File: src/rtl/glyph_blitter.sv
// Glyph ROM to framebuffer blitter: streams a 16x16 glyph out of the ROM and writes
// the on-screen, non-keyed pixels into the framebuffer write port.
module glyph_blitter #(
    parameter int unsigned SCREEN_W    = 640,
    parameter int unsigned SCREEN_H    = 480,
    parameter int unsigned FB_AW       = 19,
    parameter logic [23:0] TRANSPARENT = 24'hFF00FF,
    parameter bit          TRANSP_EN   = 1'b1
) (
    input  logic             clk_i,
    input  logic             reset_i,
    input  logic             req_valid_i,
    output logic             req_ready_o,
    input  logic [7:0]       req_glyph_i,
    input  logic [9:0]       req_x_i,
    input  logic [9:0]       req_y_i,
    output logic [16:0]      glyph_addr_o,
    input  logic [23:0]      glyph_pixel_i,
    output logic             fb_we_o,
    output logic [FB_AW-1:0] fb_addr_o,
    output logic [23:0]      fb_data_o,
    output logic             busy_o,
    output logic             done_o
);

    typedef enum logic [1:0] {StIdle, StFetch, StDrain1, StDrain2} state_e;

    state_e             state_q, state_d;
    logic [16:0]        addr_q, addr_d;
    logic [9:0]         x_q, x_d, y_q, y_d;
    logic               pv_q, pv_d;
    logic [10:0]        sx_q, sx_d, sy_q, sy_d;
    logic               we_q, we_d;
    logic [FB_AW-1:0]   fa_q, fa_d;
    logic [23:0]        fd_q, fd_d;
    logic               busy_q, busy_d;
    logic               done_q, done_d;
    logic               pix_keyed;

    always_comb begin
        state_d = state_q;
        addr_d  = addr_q;
        x_d     = x_q;
        y_d     = y_q;
        unique case (state_q)
            StIdle: begin
                if (req_valid_i) begin
                    state_d = StFetch;
                    addr_d  = {1'b0, req_glyph_i, 8'h00};
                    x_d     = req_x_i;
                    y_d     = req_y_i;
                end
            end
            StFetch: begin
                // Low byte is {row, col}; incrementing it gives the row-major walk.
                if (addr_q[7:0] == 8'hFF) begin
                    state_d = StDrain1;
                end else begin
                    addr_d = addr_q + 17'd1;
                end
            end
            StDrain1: state_d = StDrain2;
            StDrain2: state_d = StIdle;
            default:  state_d = StIdle;
        endcase
    end

    // Screen coordinates travel with the ROM read so they line up with glyph_pixel_i.
    always_comb begin
        pv_d      = (state_q == StFetch);
        sx_d      = {1'b0, x_q} + {7'b0, addr_q[3:0]};
        sy_d      = {1'b0, y_q} + {7'b0, addr_q[7:4]};
        pix_keyed = TRANSP_EN && (glyph_pixel_i == TRANSPARENT);
        we_d      = pv_q && (32'(sx_q) < SCREEN_W) && (32'(sy_q) < SCREEN_H) && !pix_keyed;
        fa_d      = we_d ? FB_AW'(32'(sy_q) * SCREEN_W + 32'(sx_q)) : fa_q;
        fd_d      = we_d ? glyph_pixel_i : fd_q;
        busy_d    = (state_d != StIdle);
        done_d    = (state_d == StDrain2);
    end

    always_ff @(posedge clk_i) begin
        if (reset_i) begin
            state_q <= StIdle;
            addr_q  <= '0;
            x_q     <= '0;
            y_q     <= '0;
            pv_q    <= 1'b0;
            sx_q    <= '0;
            sy_q    <= '0;
            we_q    <= 1'b0;
            fa_q    <= '0;
            fd_q    <= '0;
            busy_q  <= 1'b0;
            done_q  <= 1'b0;
        end else begin
            state_q <= state_d;
            addr_q  <= addr_d;
            x_q     <= x_d;
            y_q     <= y_d;
            pv_q    <= pv_d;
            sx_q    <= sx_d;
            sy_q    <= sy_d;
            we_q    <= we_d;
            fa_q    <= fa_d;
            fd_q    <= fd_d;
            busy_q  <= busy_d;
            done_q  <= done_d;
        end
    end

    assign req_ready_o  = (state_q == StIdle);
    assign glyph_addr_o = addr_q;
    assign fb_we_o      = we_q;
    assign fb_addr_o    = fa_q;
    assign fb_data_o    = fd_q;
    assign busy_o       = busy_q;
    assign done_o       = done_q;

endmodule

File: config.mk
export PLATFORM = sky130hd
export DESIGN_NAME = glyph_blitter
export DESIGN_NICKNAME = d
export VERILOG_FILES = /design/src/rtl/glyph_blitter.sv
export SDC_FILE = /design/constraint.sdc
export NUM_CORES = 1
export LEC_CHECK = 0
export BUFFER_PORTS_ARGS = -buffer_cell sky130_fd_sc_hd__buf_2
export CORE_ASPECT_RATIO = 0.75
export CORE_UTILIZATION = 27
export CTS_BUF_LIST = sky130_fd_sc_hd__clkbuf_16
export DETAILED_ROUTE_END_ITERATION = 12
export GPL_ROUTABILITY_DRIVEN = 0
export PLACE_DENSITY = 0.5
export SYNTH_ARGS = -nofsm -noshare
export SYNTH_HDL_FRONTEND = slang
export SYNTH_SLANG_ARGS = --single-unit
File: constraint.sdc
create_clock -name clk_i -period 8.37 [get_ports clk_i]
set_clock_uncertainty 0.2 [all_clocks]
set_input_delay 1.674 -clock clk_i [delete_from_list [all_inputs] [get_ports clk_i]]
set_output_delay 1.674 -clock clk_i [all_outputs]
set_load 0.02 [all_outputs]
---- Yosys cells after proc, flatten, opt, wreduce, memory -nomap -nowiden ----
Cells that the tools add are included.
W data, S select, Z words.
operators by class
  add/sub/neg operators ................... 4
  $mul .................................... 1
  $lt $le $gt $ge ......................... 2
  eq/ne operators ......................... 8
  multiplexer cells ....................... 6
  reductions and logical operators ........ 9
operators by type and width
  operator                 count
  $mux W17                 2
  $pmux W17 S2             1
  $eq A24 B24 Y1 const B   1
  $add A10 B4 Y11          2
  $add A19 B11 Y19         1
  $add A17 B1 Y17 const B  1
  $mul A11 B3 Y12 const B  1
  $lt A11 B10 Y1 const B   1
  $lt A11 B9 Y1 const B    1
  $eq A8 B8 Y1 const B     1
  $pmux W2 S4              1
  $eq A2 B2 Y1 const B     3
  $mux W2                  2
  $ne A2 B2 Y1 const B     2
  $reduce_bool A2 Y1       2
  $logic_and A1 B1 Y1      3
  $reduce_and A3 Y1        1
  $eq A2 B1 Y1 const B     1
  $logic_not A2 Y1         1
  $reduce_and A2 Y1        1
  $logic_not A1 Y1         1
word-level totals
  flip-flop bits (word level) ............. 108
  input port bits ......................... 55
  output and inout port bits .............. 64
  word-level logic and storage cells ...... 42

---- Longest topological paths before layout ----
  depth after elaboration ................. 4
  mapped depth ............................ 11
  mapped depth without buffers ............ 11

---- Worst setup path after synthesis ----
Ideal clock, no wire load.
  path kind ............................... input port to flip-flop
  start ................................... input glyph_pixel_i[12]
  end ..................................... register fd_q[18], in the netlist fb_data_o[18]
  setup time .............................. 128 ps
  arrival ................................. 2979 ps
  data required time ...................... 8042 ps
  slack ................................... 5064 ps
  stages on the path ...................... 6
  buffers on the path ..................... 1
  cell sequence ........................... or4_1 > nor4_1 > a21oi_1 > buf_4 > mux2i_1 > nor2_1
on the way
  word-level cells in the longest chain between the ends .. 3
ends and longest elaborated chain
  element               RTL line  source
  start, declared       18        input logic [23:0] glyph_pixel_i,
  $eq A24 B24 Y1        73        pix_keyed = TRANSP_EN && (glyph_pixel_i == TRANSPARENT);
  $logic_not A1 Y1      74        we_d = pv_q && (32'(sx_q) < SCREEN_W) && (32'(sy_q) < SCREEN_H) && !pix_keyed;
  $logic_and A1 B1 Y1   74
  end signal, assigned  92        fd_q <= '0;
  end signal, assigned  105       fd_q <= fd_d;
  end, declared         35        logic [23:0] fd_q, fd_d;
No other way between the ends.
A chain may end at the register's enable or synchronous reset.

---- Worst setup path in the final report ----
  start ................................... input glyph_pixel_i[12]
  end ..................................... register fd_q[13], in the netlist fb_data_o[13]
The elaborated chain is that of the path after synthesis.

==> impl_metrics.tcl <==
set metrics [dict create \
    multi_input_area_um2 2745 \
    layout_common_cells "117 x buf_2, 108 x dfxtp_1, 73 x nor2_1" \
    synth_top_family_by_area "simple AND/OR/NAND/NOR gates" \
    antenna_cells 0 \
    crit_arrival_ns 3.78 \
    critical_path_required_ns 8.37 \
    layout_commonest_cell "buf_2" \
    synth-compound-area-share_pct 13.19 \
    r2r-start "sy_q[1]" \
    period_minus_slack_ns 3.787 \
    drive_gt1_share_pct 21.59 \
    fin_crit_sh_pct 45.24 \
    drt_first_pass_iters 5 \
    fin_setup_tns_ns 0 \
    track_usage_pct 13.05 \
    io_buffers 118 \
    grt_pass1_wl_um 20330 \
    timing.hold.ws_ns 0.2663 \
    core_um2 17970 \
    finalHoldViolCount 0 \
    syn-num-nets 655 \
    p_leak_nw 2.645 \
    met3_usage_pct 4.185 \
    cts.sinks 108 \
    cp_cell_sequence "buf_2 > or4_1 > nor4_1 > a21oi_4 > buf_4 > mux2i_1 > nor2_1" \
    cts_resized 0 \
    synth-edff-count 0 \
    nFillCells 1911 \
    fp.dieH_um 120.5 \
    worst_r2r_path_depth 11 \
    outcome "complete, no violations" \
    synthToLayoutAreaGrowth_pct 22.51 \
    routedWlPerCell_um 13.31 \
    root_buffer "clkbuf_16" \
    rsz0062_at_grt "no" \
    ir_drop_mv 0.1002 \
    start_kind "primary input" \
    cts_hold_buf 0 \
    cts_tree "yes" \
    maxCapViolations 0 \
    hold-path-endpoint "fb_addr_o[6]" \
    muxShareOfSynthArea_pct 6.927 \
    ioPinCount 119 \
    layout.nets 765 \
    die_w_um 160.0 \
    drc_errors 0 \
    yosys.area_share.simple_pct 19.94 \
    ff2ff_setup_slack_ns 5.44 \
    syn_area_um2 5057 \
    netlist_instances 566 \
    grt_max_degree 96 \
    antenna_found_initial 0 \
    grt-ovfl-total 0 \
    grt_pass1_vias 4111 \
    ys_seq_area_share_pct 42.75 \
    rr_endpoint "fb_addr_o[16]" \
    maxSlewHeadroom_pct 31.50 \
    routed_via_density 4.583 \
    htree_levels 3 \
    yosys_warnings 0 \
    power_density_nw_per_um2 184.2 \
    cp_slowest_cell "or4_1" \
    die_area_um2 19290 \
    hpwl_um 9145 \
    syn_area_per_cell_um2 8.935 \
    wl_um 12290 \
    finalMaxSlewViolations 0 \
    worst_slew_pin_slew_ns 1.027 \
    synth-seq-cells 108 \
    hold_class "reg -> reg" \
    busiest_layer "met2" \
    hold_start "sx_q[6]" \
    clockBufferDepth 2 \
    initial_core_util_pct 28.14 \
    synthFlopType "dfxtp_1" \
    synth_cell_types 47 \
    async_flop_share_pct 0 \
    clk_pin_slew_ns 0.08 \
    endpoint_kind "register" \
    finalSetupViolCount 0 \
    ant_nets 0 \
    vias 4230 \
    synthAdderAreaFrac_pct 9.005 \
    fmax_ghz 0.2641 \
    cp_slowest_stage_delay_ns 0.52 \
    path_class "in -> reg" \
    clock_latency_ns 0.35 \
    crit_fanout 31 \
    numCtsBuffers 9 \
    synth_xor_area_share_pct 4.998 \
    use_met2_pct 20.54 \
    use_met1_pct 17.32 \
    rows 42 \
    seq_area_um2 2162 \
    post_cts_buffers 0 \
    first_iter_violations 178 \
    whs_path_depth 2 \
]
==> critical path, delay by kind of cell <==
kind | cells | cell delay (ns)
and+or+nand+nor | 3 | 1.06
buffers and inverters | 2 | 0.48
AOI/OAI and AO/OA | 1 | 0.33
muxes | 1 | 0.22
==> worst max path at each step <==
stage               cells after the start             to         startpoint  slack, ns
detailed placement                      7  fb_data_o[13]  glyph_pixel_i[12]       4.15
floorplan                               6  fb_data_o[18]  glyph_pixel_i[12]       5.06
global placement                        7  fb_data_o[14]  glyph_pixel_i[12]       4.31
CTS                                     7  fb_data_o[13]  glyph_pixel_i[12]       4.53
finish                                  7  fb_data_o[13]  glyph_pixel_i[12]       4.58
global route                            7  fb_data_o[20]  glyph_pixel_i[12]       4.35
==> cell type report <==
cell class / count / share of cell area (%)
clock buffers: 9 / 3.635
repair buffers: 121 / 9.935
well taps: 242 / 4.887
clock inverters: 7 / 1.313
inverters: 17 / 1.030
multi-input cells: 419 / 44.31
flip-flops and latches: 108 / 34.89
==> through the flow <==
step                      util (%)  cell area, um2  setup WS [ns]  power, mW  instances
final                        34.48            6196          4.583      1.141        923
after global routing         34.48            6196          4.352      1.200        923
after CTS                    34.48            6196          4.531      1.159        923
after detailed placement     32.77            5889          4.154     0.7135        907
after global placement       32.77            5889          4.311     0.7115        907
after floorplan                  -            5057          5.064     0.6617        566
==> layer usage <==
metal,up-vias,share of wire (%)
met3,5,6.1
li1,2173,-
met1,1948,50
met5,-,0
met4,0,0.70
met2,104,43
==> state kept, by name (all words and copies together) (netlist names) <==
| signal | count |
|---|---|
| y_q | 10 |
| sx_q | 11 |
| state_q | 2 |
| sy_q | 11 |
| fb_addr_o | 19 |
| fb_data_o | 24 |
| glyph_addr_o | 17 |
| x_q | 10 |
| busy_o | 1 |
| pv_q | 1 |
| done_o | 1 |
| fb_we_o | 1 |
==> report_power, final <==
part           leakage, nW  switching [mW]  internal [mW]  total [mW]
sequential           0.880          0.0193          0.538       0.557
combinational         1.62          0.0885         0.0554       0.144
clock                0.148           0.203          0.237       0.440
total                 2.64           0.311          0.830        1.14
==> kinds of logic (layout without fill, tap and decap cells) <==
logic type | after synthesis | count (layout)
buf+inv | 39 | 154
xor+xnor | 28 | 28
compound gates | 105 | 105
flops | 108 | 108
simple gates | 217 | 217
mux | 35 | 35
fa+ha+maj | 34 | 34
==> cell usage after synthesis (all sizes together), types with 9 or more instances <==
| cell | count | area [um2] |
|---|---|---|
| dfxtp | 108 | 2162 |
| nor2 | 73 | 274.0 |
| nand2 | 68 | 255.2 |
| a21oi | 45 | 225.2 |
| mux2i | 35 | 350.3 |
| ha | 30 | 375.4 |
| o21ai | 27 | 135.1 |
| xor2 | 19 | 173.9 |
| inv | 17 | 63.81 |
| clkbuf | 14 | 52.55 |
| nand3 | 14 | 70.07 |
| a211oi | 13 | 145.1 |
| nor2b | 10 | 62.56 |
| nand4 | 9 | 56.30 |
| xnor2 | 9 | 78.83 |
Note: power is estimated with default switching activity, not from simulation.
